===== config.mk =====
export PLATFORM = sky130hd
export DESIGN_NAME = mips_run_monitor
export DESIGN_NICKNAME = d
export VERILOG_FILES = /design/src/rtl/mips_run_pkg.sv /design/src/rtl/mips_run_monitor_sat_counter.sv /design/src/rtl/mips_run_monitor.sv
export SDC_FILE = /design/constraint.sdc
export NUM_CORES = 1
export LEC_CHECK = 0
export BUFFER_PORTS_ARGS = -buffer_cell sky130_fd_sc_hd__buf_2
export CAP_MARGIN = 40
export CORE_MARGIN = 3
export CORE_UTILIZATION = 49
export DETAILED_ROUTE_END_ITERATION = 16
export PLACE_DENSITY = 0.77
export SLEW_MARGIN = 20
export SYNTH_ARGS = -nofsm -noshare
export SYNTH_HDL_FRONTEND = slang
export SYNTH_SLANG_ARGS = --single-unit

===== constraint.sdc =====
create_clock -name clk -period 2.15 [get_ports clk]
set_input_delay 0.215 -clock clk [delete_from_list [all_inputs] [get_ports clk]]
set_output_delay 0.215 -clock clk [all_outputs]
set_load 0.01 [all_outputs]

===== src/rtl/mips_run_pkg.sv =====
// mips_run_pkg
//   Shared types and default constants for the MIPS run monitor.
//   - run_state_t : run controller states (IDLE, HOLD, ARM, RUN, DONE)
//   - DEF_*       : default parameter values for the monitor
package mips_run_pkg;

  typedef enum logic [2:0] {
    IDLE = 3'd0,
    HOLD = 3'd1,
    ARM  = 3'd2,
    RUN  = 3'd3,
    DONE = 3'd4
  } run_state_t;

  localparam int DEF_RESET_CYCLES   = 1;
  localparam int DEF_TIMEOUT_CYCLES = 10000;
  localparam int DEF_CNT_W          = 32;

endpackage


===== src/rtl/mips_run_monitor_sat_counter.sv =====
// sat_counter
//   Up-counter that sticks at its all-ones value instead of wrapping.
//   Ports:
//     clk   - clock, rising edge
//     rst_n - asynchronous active-low reset, clears the count
//     clr   - synchronous clear (priority over inc)
//     inc   - advance by one when not already saturated
//     count - current value, CNT_W bits
module sat_counter
  import mips_run_pkg::*;
#(
  parameter int CNT_W = DEF_CNT_W
) (
  input  logic             clk,
  input  logic             rst_n,
  input  logic             clr,
  input  logic             inc,
  output logic [CNT_W-1:0] count
);

  localparam logic [CNT_W-1:0] CNT_MAX = '1;
  localparam logic [CNT_W-1:0] CNT_ONE = {{(CNT_W-1){1'b0}}, 1'b1};

  always_ff @(posedge clk or negedge rst_n) begin
    if (!rst_n) begin
      count <= '0;
    end else if (clr) begin
      count <= '0;
    end else if (inc && (count != CNT_MAX)) begin
      count <= count + CNT_ONE;
    end
  end

endmodule


===== src/rtl/mips_run_monitor.sv =====
// mips_run_monitor
//   Run controller / monitor for mips_cpu_harvard. Holds the CPU in reset
//   for RESET_CYCLES after a start pulse, checks the CPU comes up active,
//   then counts active cycles and data-port strobes until the CPU halts
//   (active drops) or TIMEOUT_CYCLES active cycles elapse. register_v0 is
//   captured on the terminating edge.
//   Ports:
//     clk             - clock, rising edge
//     reset           - asynchronous active-low reset of the monitor
//     start           - one-cycle pulse, begins a run from IDLE or DONE
//     cpu_reset       - registered active-high reset to the CPU
//     cpu_active      - CPU active output
//     cpu_register_v0 - CPU register_v0 output
//     cpu_data_read   - CPU data read strobe
//     cpu_data_write  - CPU data write strobe
//     busy            - run in progress (HOLD, ARM, RUN)
//     done            - run finished, held until the next start
//     timeout         - run aborted after TIMEOUT_CYCLES active cycles
//     no_start_err    - CPU was not active on the first un-reset cycle
//     rw_conflict     - read and write strobes seen together during RUN
//     v0_result       - register_v0 captured when the run ended
//     cycle_count     - RUN cycles with cpu_active high
//     read_count      - RUN cycles with cpu_data_read high
//     write_count     - RUN cycles with cpu_data_write high
module mips_run_monitor
  import mips_run_pkg::*;
#(
  parameter int RESET_CYCLES   = DEF_RESET_CYCLES,
  parameter int TIMEOUT_CYCLES = DEF_TIMEOUT_CYCLES,
  parameter int CNT_W          = DEF_CNT_W
) (
  input  logic             clk,
  input  logic             reset,
  input  logic             start,
  output logic             cpu_reset,
  input  logic             cpu_active,
  input  logic [31:0]      cpu_register_v0,
  input  logic             cpu_data_read,
  input  logic             cpu_data_write,
  output logic             busy,
  output logic             done,
  output logic             timeout,
  output logic             no_start_err,
  output logic             rw_conflict,
  output logic [31:0]      v0_result,
  output logic [CNT_W-1:0] cycle_count,
  output logic [CNT_W-1:0] read_count,
  output logic [CNT_W-1:0] write_count
);

  localparam int HOLD_W = (RESET_CYCLES > 1) ? $clog2(RESET_CYCLES) : 1;
  localparam logic [HOLD_W-1:0] HOLD_INIT = HOLD_W'(RESET_CYCLES - 1);
  localparam logic [HOLD_W-1:0] HOLD_ONE  = {{(HOLD_W-1){1'b0}}, 1'b1};
  // The timeout fires on the active cycle that takes cycle_count to
  // TIMEOUT_CYCLES, i.e. when the pre-increment value is TIMEOUT_CYCLES-1.
  // Compared at 64 bits so any CNT_W / TIMEOUT_CYCLES combination is exact.
  localparam logic [63:0] TO_LAST = 64'(TIMEOUT_CYCLES) - 64'd1;

  run_state_t        state_q, state_d;
  logic [HOLD_W-1:0] hold_q, hold_d;
  logic              cpu_reset_q;

  logic cnt_clr;
  logic run_cnt;
  logic cap_v0;
  logic set_to;
  logic set_nse;
  logic at_limit;

  assign at_limit = (64'(cycle_count) >= TO_LAST);

  // ---- next-state / control decode
  always_comb begin
    state_d = state_q;
    hold_d  = hold_q;
    cnt_clr = 1'b0;
    run_cnt = 1'b0;
    cap_v0  = 1'b0;
    set_to  = 1'b0;
    set_nse = 1'b0;
    case (state_q)
      IDLE, DONE: begin
        if (start) begin
          state_d = HOLD;
          hold_d  = HOLD_INIT;
          cnt_clr = 1'b1;
        end
      end
      HOLD: begin
        if (hold_q == '0) begin
          state_d = ARM;
        end else begin
          hold_d = hold_q - HOLD_ONE;
        end
      end
      ARM: begin
        if (cpu_active) begin
          state_d = RUN;
        end else begin
          set_nse = 1'b1;
          state_d = DONE;
        end
      end
      RUN: begin
        if (!cpu_active) begin
          // Halt: strobes on this cycle are not counted.
          cap_v0  = 1'b1;
          state_d = DONE;
        end else begin
          run_cnt = 1'b1;
          if (at_limit) begin
            set_to  = 1'b1;
            cap_v0  = 1'b1;
            state_d = DONE;
          end
        end
      end
      default: state_d = IDLE;
    endcase
  end

  // ---- control registers
  always_ff @(posedge clk or negedge reset) begin
    if (!reset) begin
      state_q     <= IDLE;
      hold_q      <= '0;
      cpu_reset_q <= 1'b1;
    end else begin
      state_q     <= state_d;
      hold_q      <= hold_d;
      // Decoded from the next state so the CPU reset is a clean flop output.
      cpu_reset_q <= !((state_d == ARM) || (state_d == RUN));
    end
  end

  // ---- result flags and captured register
  always_ff @(posedge clk or negedge reset) begin
    if (!reset) begin
      timeout      <= 1'b0;
      no_start_err <= 1'b0;
      rw_conflict  <= 1'b0;
      v0_result    <= '0;
    end else if (cnt_clr) begin
      timeout      <= 1'b0;
      no_start_err <= 1'b0;
      rw_conflict  <= 1'b0;
      v0_result    <= '0;
    end else begin
      if (set_to) begin
        timeout <= 1'b1;
      end
      if (set_nse) begin
        no_start_err <= 1'b1;
      end
      if (run_cnt && cpu_data_read && cpu_data_write) begin
        rw_conflict <= 1'b1;
      end
      if (cap_v0) begin
        v0_result <= cpu_register_v0;
      end
    end
  end

  // ---- activity counters
  sat_counter #(.CNT_W(CNT_W)) u_cycle_cnt (
    .clk   (clk),
    .rst_n (reset),
    .clr   (cnt_clr),
    .inc   (run_cnt),
    .count (cycle_count)
  );

  sat_counter #(.CNT_W(CNT_W)) u_read_cnt (
    .clk   (clk),
    .rst_n (reset),
    .clr   (cnt_clr),
    .inc   (run_cnt && cpu_data_read),
    .count (read_count)
  );

  sat_counter #(.CNT_W(CNT_W)) u_write_cnt (
    .clk   (clk),
    .rst_n (reset),
    .clr   (cnt_clr),
    .inc   (run_cnt && cpu_data_write),
    .count (write_count)
  );

  assign cpu_reset = cpu_reset_q;
  assign busy      = (state_q == HOLD) || (state_q == ARM) || (state_q == RUN);
  assign done      = (state_q == DONE);

endmodule


==> metrics.yaml, run 1 <==
yosys_warnings: 0
async_flop_share: 1.00
synth.avg_cell_area_um2: 9.48
gp_congestion: 0.821
tightestPinTransition_ns: 0.563
routed_wl_um: 19500
ff2ff_path_depth: 6
period_share: 0.983
synth_cell_types: 60
avgRoutedWirePerCell_um: 16.3
synth_cells: 758
htree_levels: 4
placed_cell_area_um2: 8860
route.detailed.drc: 0
drt-pass1-iter-count: 5
vias_per_cell: 5.78
grt_max_degree: 60
die-area_um2: 16200
syn2layout_area_growth_pct: 33.9
grt_pass1_wl_um: 32000
swShare: 0.317
fill_cells: 1131
critPathLaunch: "u_cycle_cnt.count[1]"
relSlewSlack: 0.625
endpoint_kind: "flop"
power_switching_w: 0.00254
cts_sinks: 135
clock_latency_ns: 0.42
hpwl_um: 13500
antenna_found_initial: 0
pin_count: 172
critical_path_required_ns: 2.49
leakage_nw: 4.62
final_area_um2: 9620
drv_slew: 0
rows: 43
port_buffers: 171
worstPathArrival_ns: 2.46
r2r_slack_ns: 0.04
rsz0062_at_grt: "yes"
synth_top_area_share: 0.467
cp_max_fo: 6
hold_viol: 0
p_seq_frac: 0.393
cts_buffer_depth: 2
drtIter0Drc: 375
power_frac_clock: 0.359
fmax_mhz: 473
startpoint_type: "flop"
first_global_vias: 6628
worstSetupPathType: "flop to flop"
clock-root-buffer: "clkbuf_16"
die_y_um: 127
yosysTopAreaCell: "dfrtp_1"
track_usage: 0.242
ys.flop_type: "dfrtp_1"
synth_common_cells: "dfrtp_1, nand2_1, mux2i_1"
synthTopCellsByArea: "dfrtp_1, mux2i_1, nand2_1, a21oi_1, nand3_1"
synth-edff-count: 0
ys_ff_latch: 135
drive_above_1_share: 0.329
hold_path.class: "input port to flop"
syn_nets: 799
die_w_um: 127
power.density_nw_per_um2: 832
synth_area_um2: 7190
layout.cells.non_filler: 1195
endpoint: "u_cycle_cnt.count[3]"
reg2reg_to: "u_cycle_cnt.count[3]"
p_comb_frac: 0.248
postRouteAntennaNets: 0
max-vdd-ir-drop_mv: 0.681
maxCapViolCount: 0
clk_pin_slew_ns: 0.06
setup_violations: 0
diodes: 0
synth_seq_area_share: 0.470
final.min_clock_period_ns: 2.11
yosysMostFrequentCell: "dfrtp_1"
timing.rr.start: "u_cycle_cnt.count[1]"
finClkSkew_ns: 0.00918
core_area_um2: 14100
nNetsFinal: 1043
cts_tree: "built"
run_status: "finished, final reports clean"
floorplan.initialDensity: 0.510
placedCellCount: 1153
intPower_w: 0.00547
gr-total-overflow: 0
numCtsBuffers: 17
vias: 6902
metal layers:
metal	up-vias	wire length, µm	GRT usage
met2	241	9310	0.389
met3	19	1490	0.0698
li1	3287	-	-
met4	0	267	0.0871
met1	3355	8390	0.315
met5	-	0	0
cells in the final DEF, fill, tap and decap left out, types with 27 or more instances in the layout:
master,instances
mux2i_1,52
or3_1,27
inv_1,45
dfrtp_1,129
buf_4,82
buf_2,170
a21oi_1,47
nand3_1,38
nand2_1,93
nand4_1,30
o21ai_0,34
power groups by stage:
stage | registers [W] | logic, W | clock network (W)
after detailed placement | 0.00316 | 0.00200 | 0
after CTS | 0.00315 | 0.00200 | 0.00292
final | 0.00315 | 0.00198 | 0.00287
after global placement | 0.00318 | 0.00193 | 0
after global routing | 0.00319 | 0.00220 | 0.00305
after floorplan | 0.00335 | 0.000870 | 0
through the flow:
stage / worst slack, ns / hold WS, ns / util / power, W / TNS [ns]
after global placement: 0.0525 / 0.227 / 0.628 / 0.00511 / 0
after detailed placement: -0.0372 / 0.236 / 0.628 / 0.00516 / -0.0372
after floorplan: -0.0490 / -0.0806 / - / 0.00422 / -0.0490
final: 0.0364 / 0.0253 / 0.683 / 0.00801 / 0
after CTS: 0.0289 / 0.00980 / 0.671 / 0.00807 / 0
after global routing: -0.0637 / 0.0176 / 0.683 / 0.00844 / -0.212
cell families (layout without fill, tap and decap cells):
logic type / after synthesis / in the layout / synth area share
AND/OR/NAND/NOR: 329 / 329 / 0.259
AO/OA/AOI/OAI: 148 / 148 / 0.135
flip-flops: 135 / 135 / 0.470
buffers and inverters: 83 / 340 / 0.0491
multiplexers: 52 / 52 / 0.0724
XOR/XNOR: 8 / 8 / 0.00975
adder cells (fa/ha/maj): 3 / 3 / 0.00522
flip-flops by register name, summed over array words and instances (netlist names):
name	cells
cpu_reset	1
no_start_err	1
rw_conflict	1
state_q	3
timeout	1
u_cycle_cnt.count	32
u_read_cnt.count	32
u_write_cnt.count	32
v0_result	32
area by class of cell:
cell class | count | area [µm²] | share of cell area
Multi-Input combinational cell | 540 | 3600 | 0.374
Clock buffer | 20 | 457 | 0.0475
Inverter | 45 | 169 | 0.0176
Clock inverter | 12 | 128 | 0.0133
Tap cell | 180 | 225 | 0.0234
Timing Repair Buffer | 263 | 1660 | 0.172
Sequential cell | 135 | 3390 | 0.352
worst max-delay path, cell delays in order (launching register included):
cell and delay [ns]:
dfrtp_1 0.35, ha_2 0.21, nand3_4 0.13, or4_4 0.50, o41a_1 0.51, nand4_1 0.16, mux2i_1 0.18
timing repair:
action / 4_1_cts / 5_1_grt
hold buffers: 1 / 0
pin swaps: 0 / 5
hold endpoints to repair: 55 / 0
setup endpoints to repair: 1 / 81
setup buffers: 0 / 9
resized for setup: 1 / 20
worst min path at each step:
stage                         from             endpoint  depth (start not counted)
3_3_place_gp                 reset  u_read_cnt.count[1]                          1
6_report       cpu_register_v0[31]        v0_result[31]                          3
5_1_grt        cpu_register_v0[18]        v0_result[18]                          3
4_1_cts         cpu_register_v0[4]         v0_result[4]                          3
2_1_floorplan                reset         no_start_err                          0
3_5_place_dp                 reset  u_read_cnt.count[1]                          1
No activity file was read; power rests on OpenSTA's default activity.
==> run 2: changes to the inputs <==
--- a/config.mk
+++ b/config.mk
@@ -10,8 +10,9 @@
 export CORE_MARGIN = 3
 export CORE_UTILIZATION = 49
 export DETAILED_ROUTE_END_ITERATION = 16
-export PLACE_DENSITY = 0.77
+export PLACE_DENSITY = 0.76
 export SLEW_MARGIN = 20
 export SYNTH_ARGS = -nofsm -noshare
 export SYNTH_HDL_FRONTEND = slang
+export SYNTH_HIERARCHICAL = 1
 export SYNTH_SLANG_ARGS = --single-unit
==> run 2 against run 1 <==
The run now ends with setup timing left. Die area grew 4.2%. Worst hold slack better by 0.013 ns. Non-clock buffer count shrank 17. Cell count is 1.6% higher. Largest power group unchanged. Register-to-register slack got worse by 0.12 ns. Count of clock-buffer cells in the layout increased by 1. First-iteration DRC count up 35%.
==> metrics.yaml, run 2 <==
die_y_um: 130  # +2.1%
floorplan.initialDensity: 0.509  # -0.00112
synth_seq_area_share: 0.450  # -0.0200
max-vdd-ir-drop_mv: 0.716  # +5.2%
clock-root-buffer: "clkbuf_16"
timing.rr.start: "state_q[2]"
multi_input_area_um2: 4150  # +15%
drive_above_1_share: 0.392  # +0.0626
drtIter0Drc: 505  # +35%
drt-pass1-iter-count: 5  # unchanged
synth_cells: 785  # +3.6%
tightestPinTransition_ns: 0.894  # +0.332 ns
critical_path_required_ns: 2.47  # -0.02 ns
yosysTopAreaCell: "dfrtp_1"
clk_pin_slew_ns: 0.06  # about the same
hold_path_end: "v0_result[14]"
setup_ws_ns: -0.0812  # -0.118 ns
hp-start: "cpu_register_v0[14]"
nNetsFinal: 1057  # +1.3%
intPower_w: 0.00562  # +2.9%
power_w: 0.00818  # +2.1%
die_w_um: 130  # +2.1%
swShare: 0.312  # -0.00514
power_frac_clock: 0.362  # +0.003
startpoint_type: "flop"
violations: "setup timing"
die-area_um2: 16800  # +4.2%
yosysMostFrequentCell: "dfrtp_1"
leakage_nw: 4.80  # +4.0%
cp_max_fo: 6  # unchanged
numCtsBuffers: 17  # unchanged
regArea_um2: 3380  # -0.18%
antenna_found_initial: 0  # unchanged
finish.utilization: 0.675  # -0.00747
r2r_slack_ns: -0.08  # -0.12 ns
worstSetupPathType: "flop to flop"
fill_cells: 1141  # +0.88%
cts_buffer_depth: 2  # unchanged
hpwl_um: 13600  # +0.29%
route.detailed.drc: 0  # unchanged
ff2ff_path_depth: 8  # +2
reg2reg_to: "u_read_cnt/count[19]"
finClkSkew_ns: 0.00798  # -0.00120 ns
synth_top_area_share: 0.447  # -0.0198
cts_sinks: 135  # unchanged
p_seq_frac: 0.376  # -0.017
setup_violations: 15  # +15
endpoint_kind: "flop"
syn_nets: 826  # +3.4%
worstHoldPathCells: 3  # unchanged
fmax_mhz: 448  # -5.3%
power.density_nw_per_um2: 821  # -1.4%
ys.flop_type: "dfrtp_1"
grt_max_degree: 53  # -12%
synth.avg_cell_area_um2: 9.56  # +0.85%
synth_common_cells: "dfrtp_1, nand2_1, nor2_1"
hold_viol: 0  # unchanged
first_global_vias: 6672  # +0.66%
run_status: "finished with violations"
relSlewSlack: 0.399  # -0.226
grt_pass1_wl_um: 32600  # +2.0%
synth_area_um2: 7510  # +4.4%
period_share: 1.04  # +0.0547
critPathLaunch: "state_q[2]"
synth-edff-count: 0  # unchanged
gr-total-overflow: 0  # unchanged
postRouteAntennaNets: 0  # unchanged
vias_per_cell: 5.78  # +0.13%
routed_wl_um: 20500  # +5.1%
timing.hold.ws_ns: 0.0385  # +0.0132 ns
vias: 7021  # +1.7%
track_usage: 0.240  # -0.00233
worstPathArrival_ns: 2.55  # +0.09 ns
synth_cell_types: 51  # -15%
port_buffers: 171  # unchanged
synthTopCellsByArea: "dfrtp_1, nand2_1, o22ai_2, nor2_1, xnor2_1"
p_comb_frac: 0.262  # +0.014
core_area_um2: 14800  # +4.7%
gp_congestion: 0.860  # +4.8%
power_switching_w: 0.00255  # +0.47%
drv_slew: 0  # unchanged
hold_path.class: "input port to flop"
layout_commonest_cell: "buf_2"
cts_tree: "built"
maxCapViolCount: 0  # unchanged
syn2layout_area_growth_pct: 32.7
final.min_clock_period_ns: 2.23  # +0.118 ns
ys_ff_latch: 135  # unchanged
yosys_warnings: 6  # +6
htree_levels: 4  # unchanged
pin_count: 172  # unchanged
rsz0062_at_grt: "yes"
rows: 44  # +2.3%
layout_common_cells: "buf_2, dfrtp_1, nand2_1"
avgRoutedWirePerCell_um: 16.8  # +3.4%
async_flop_share: 1.00  # unchanged
clock_latency_ns: 0.43  # about the same
## run 2: cell count changes after synthesis, sizes merged, moves of 19 or more
cell	change
nor2	+60
o21ai	-20
mux2i	-49
xnor2	+28
and3	+19
o22ai	+32
inv	-21
nor2b	+19
## run 2: power groups by stage
stage               Combinational (W)  Sequential, W  Clock [W]
floorplan                     0.00105        0.00329          0
global placement              0.00207        0.00310          0
detailed placement            0.00212        0.00310          0
CTS                           0.00213        0.00307    0.00300
global route                  0.00237        0.00311    0.00313
finish                        0.00214        0.00307    0.00296
## run 2: kinds of logic (layout without fill, tap and decap cells)
group           Yosys count  count (layout)  share of synthesized area
other cells               0               1                          0
mux                      21              21                     0.0325
flops                   135             135                      0.450
xor+xnor                 39              39                     0.0455
compound gates          140             141                      0.151
buf+inv                  59             302                     0.0357
simple gates            388             388                      0.280
fa+ha+maj                 3               3                    0.00500
## run 2: what timing repair did
action / 4_1_cts / 5_1_grt
gates cloned: 0 / 1
setup buffers: 1 / 5
endpoints found under the setup margin: 23 / 46
hold endpoints to repair: 43 / 0
resized for setup: 13 / 35
hold buffers: 1 / 0
pin swaps: 2 / 11
## run 2: area by class of cell
type,count,share of cell area
Clock inverter,11,0.0122
Antenna cell,1,0.000251
Tap cell,184,0.0231
Sequential cell,135,0.339
Timing Repair Buffer,246,0.152
Multi-Input combinational cell,592,0.416
Clock buffer,21,0.0482
Inverter,24,0.00917
## run 2: how the worst max path moves through the flow
stage	end	slack, ns
after floorplan	u_read_cnt/count[29]	-0.03
after global placement	u_read_cnt/count[27]	-0.05
after detailed placement	u_read_cnt/count[29]	-0.19
after CTS	u_read_cnt/count[29]	-0.03
after global routing	u_read_cnt/count[19]	-0.18
final	u_read_cnt/count[19]	-0.08
## run 2: worst max-delay path, cell delays in order, from the launching register on
cell and delay (ns):
dfrtp_1 0.41, nor2b_4 0.12, and3_4 0.24, and2_4 0.15
and3_4 0.19, nand4_1 0.14, a21o_4 0.28, nor3_2 0.23
mux2_2 0.36
## run 2: stage by stage
step,cells,setup slack (ns),instance area (µm²),TNS [ns]
after floorplan,785,-0.0330,7550,-0.117
after global placement,1173,-0.0473,9050,-0.228
after detailed placement,1173,-0.188,9050,-1.27
after global routing,1213,-0.182,9960,-2.24
final,1214,-0.0812,9960,-0.367
after CTS,1207,-0.0296,9730,-0.115
## run 2: routing by layer
metal	part of all wire	up-vias	track usage
met3	0.067	39	0.0630
met4	0.021	0	0.0862
met5	0	-	0
li1	-	3288	-
met2	0.48	272	0.384
met1	0.43	3422	0.317
==> run 3: changes to the inputs <==
--- a/config.mk
+++ b/config.mk
@@ -5,10 +5,11 @@
 export SDC_FILE = /design/constraint.sdc
 export NUM_CORES = 1
 export LEC_CHECK = 0
+export ABC_AREA = 1
 export BUFFER_PORTS_ARGS = -buffer_cell sky130_fd_sc_hd__buf_2
 export CAP_MARGIN = 40
 export CORE_MARGIN = 3
-export CORE_UTILIZATION = 49
+export CORE_UTILIZATION = 50
 export DETAILED_ROUTE_END_ITERATION = 16
 export PLACE_DENSITY = 0.76
 export SLEW_MARGIN = 20
==> run 3 against run 2 <==
The flow now finishes without violations. Register-to-register slack better by 0.28 ns. Die area rose by 13%. Sequential cell count unchanged. Cell area grew 7.2%. Synthesized cell count is 59% higher. Total power grew 16%. Critical path type unchanged.
==> metrics.yaml, run 3 <==
run_status: "finished, final reports clean"
floorplan.initialDensity: 0.518  # +0.00949
syn_nets: 1289  # +56%
avgRoutedWirePerCell_um: 14.3  # -15%
port_buffers: 171  # unchanged
htree_levels: 4  # unchanged
finClkSkew_ns: 0.00693  # -0.00105 ns
critical_path_required_ns: 2.50  # +0.03 ns
core_area_um2: 16800  # +14%
grt_pass1_wl_um: 40600  # +24%
cts_sinks: 135  # unchanged
cp_max_fo: 21  # +15
rows: 47  # +6.8%
final_area_um2: 10700  # +7.2%
maxCapViolCount: 0  # unchanged
hold_viol: 0  # unchanged
dp_worst_setup_slack_ns: 0.0896  # +0.278 ns
yosys_warnings: 6  # unchanged
antenna_found_initial: 2  # +2
cts_buffer_depth: 2  # unchanged
rsz0062_at_grt: "no"
fmax_mhz: 513  # +14%
critical_path.max_stage_delay_ns: 0.38  # -0.03 ns
syn2layout_area_growth_pct: 22.5
setup_violations: 0  # -15
numCtsBuffers: 17  # unchanged
yosysTopAreaCell: "dfrtp_1"
track_usage: 0.253  # +0.0128
clock_latency_ns: 0.42  # about the same
synth_common_cells: "nand2_1, nor2_1, nand3_1"
gr-total-overflow: 0  # unchanged
hold_path.class: "input port to flop"
routed_wl_um: 24300  # +19%
layout_common_cells: "nand2_1, nor2_1, buf_2"
tightestPinTransition_ns: 0.725  # -0.169 ns
setup_ws_ns: 0.199  # +0.280 ns
synth_seq_area_share: 0.388  # -0.0625
cp.buffers_inverters: 1  # +1
cp_cell_sequence: "ha_1, nand2_2, nor2_4, nand2_4, nor2_8, nand2_4, nand2_8, nand2_4, inv_2, nand2_1, nand2_1"
gp_congestion: 0.936  # +8.8%
nNetsFinal: 1502  # +42%
die_y_um: 138  # +6.4%
max-vdd-ir-drop_mv: 0.596  # -17%
synth_area_um2: 8720  # +16%
synth-edff-count: 0  # unchanged
drv_slew: 0  # unchanged
first_global_vias: 8245  # +24%
hpwl_um: 17800  # +31%
drive_above_1_share: 0.239  # -0.152
drt-pass1-iter-count: 5  # unchanged
pin_count: 172  # unchanged
ys_ff_latch: 135  # unchanged
synthTopCellsByArea: "dfrtp_1, nand2_1, nand3_1, nor2_1, inv_1"
relSlewSlack: 0.517  # +0.118
path_common_cell: "nand2_4"
synth.avg_cell_area_um2: 6.98  # -27%
clock-root-buffer: "clkbuf_16"
synth_top_area_share: 0.385  # -0.0620
postRouteAntennaNets: 0  # unchanged
placed_cell_area_um2: 10000  # +11%
leakage_nw: 5.61  # +17%
post_cts_buffers: 0  # -1
synth_cells: 1248  # +59%
final.min_clock_period_ns: 1.95  # -0.280 ns
cpLargestDelayFamily: "simple AND/OR/NAND/NOR gates"
drtIter0Drc: 855  # +69%
ys.flop_type: "dfrtp_1"
power.density_nw_per_um2: 891  # +8.5%
finish.utilization: 0.635  # -0.0403
cts_tree: "built"
async_flop_share: 1.00  # unchanged
period_share: 0.907  # -0.130
die_w_um: 138  # +6.4%
startpoint_type: "flop"
die-area_um2: 19100  # +13%
worstSetupPathType: "flop to flop"
vias_per_cell: 5.26  # -9.0%
clk_pin_slew_ns: 0.06  # about the same
crit_slowest_cell: "dfrtp_1"
vias: 8922  # +27%
grt_max_degree: 59  # +11%
synth_cell_types: 33  # -35%
layout_commonest_cell: "nand2_1"
worstPathArrival_ns: 2.30  # -0.25 ns
endpoint_kind: "flop"
yosysMostFrequentCell: "nand2_1"
route.detailed.drc: 0  # unchanged
-- run 3: cell count changes after synthesis, sizes merged, moves of 18 or more --
cell and change:
mux2 -18, o22ai -32, nand2 +370, xnor2 -18, inv +83, a21oi -20
nand3 +131, o21ai +27, nor2 +119, nor2b -20, and3 -25, nor4 -27
-- run 3: through the flow --
| step | std cells | hold WS, ns | power (W) | TNS (ns) |
|---|---|---|---|---|
| floorplan | 1248 | -0.0806 | 0.00543 | 0 |
| global placement | 1660 | 0.226 | 0.00644 | -0.882 |
| detailed placement | 1661 | 0.228 | 0.00650 | 0 |
| CTS | 1694 | 0.00928 | 0.00959 | 0 |
| global route | 1696 | 0.00866 | 0.0101 | 0 |
| finish | 1696 | 0.0242 | 0.00951 | 0 |
-- run 3: worst paths after layout --
| kind | start | end | slack [ns] | cells after the start |
|---|---|---|---|---|
| worst max-delay path | u_read_cnt/count[0] | u_read_cnt/count[29] | 0.20 | 11 |
| worst min-delay path | cpu_register_v0[1] | v0_result[1] | 0.02 | 3 |
| worst max register to register | u_read_cnt/count[0] | u_read_cnt/count[29] | 0.20 | 11 |
| worst min register to register | timeout | timeout | 0.50 | 2 |
| max in group asynchronous | reset | cpu_reset | 1.12 | 3 |
| min in group asynchronous | reset | u_read_cnt/count[12] | 0.35 | 2 |
-- run 3: area by class of cell --
cell class                 count  area, µm²
clock inverter                13        169
fill                        1516       6140
tap                          220        275
timing repair buffer         230       1330
sequential                   135       3380
clock buffer                  19        453
multi-input combinational    969       4650
antenna                        2       5.00
inverter                     108        408
-- run 3: where the power goes --
| part | total [W] | internal (W) | leakage, nW | switching (W) |
|---|---|---|---|---|
| registers | 0.00348 | 0.00303 | 1.86 | 0.000453 |
| clock network | 0.00306 | 0.00190 | 0.304 | 0.00116 |
| logic | 0.00297 | 0.00102 | 3.44 | 0.00194 |
-- run 3: repair_timing --
| item | 4_1_cts | 5_1_grt |
|---|---|---|
| endpoints found under the setup margin | 0 | 13 |
| hold endpoints to repair | 56 | 0 |
| hold buffers | 1 | 0 |
| resized for setup | 0 | 3 |
-- run 3: tightest hold or removal path: stages --
cell and delay (ns):
buf_2 0.07, nand3_1 0.06, nand2_1 0.06
-- run 3: kinds of logic after synthesis --
| kind of cell | count (synthesis) | synth area share |
|---|---|---|
| and+or+nand+nor | 878 | 0.465 |
| buffers and inverters | 144 | 0.0797 |
| DFF | 135 | 0.388 |
| AOI/OAI and AO/OA | 61 | 0.0359 |
| xor gates and xnor gates | 27 | 0.0271 |
| adders and majority gates | 3 | 0.00431 |
-- run 3: metal layers --
| metal | up-vias | routed length (µm) | share of wire | GRT usage |
|---|---|---|---|---|
| met2 | 340 | 11500 | 0.47 | 0.418 |
| met4 | 0 | 618 | 0.025 | 0.0874 |
| met1 | 4140 | 10500 | 0.43 | 0.339 |
| met5 | - | 0 | 0 | 0 |
| li1 | 4392 | - | - | - |
| met3 | 50 | 1680 | 0.069 | 0.0418 |
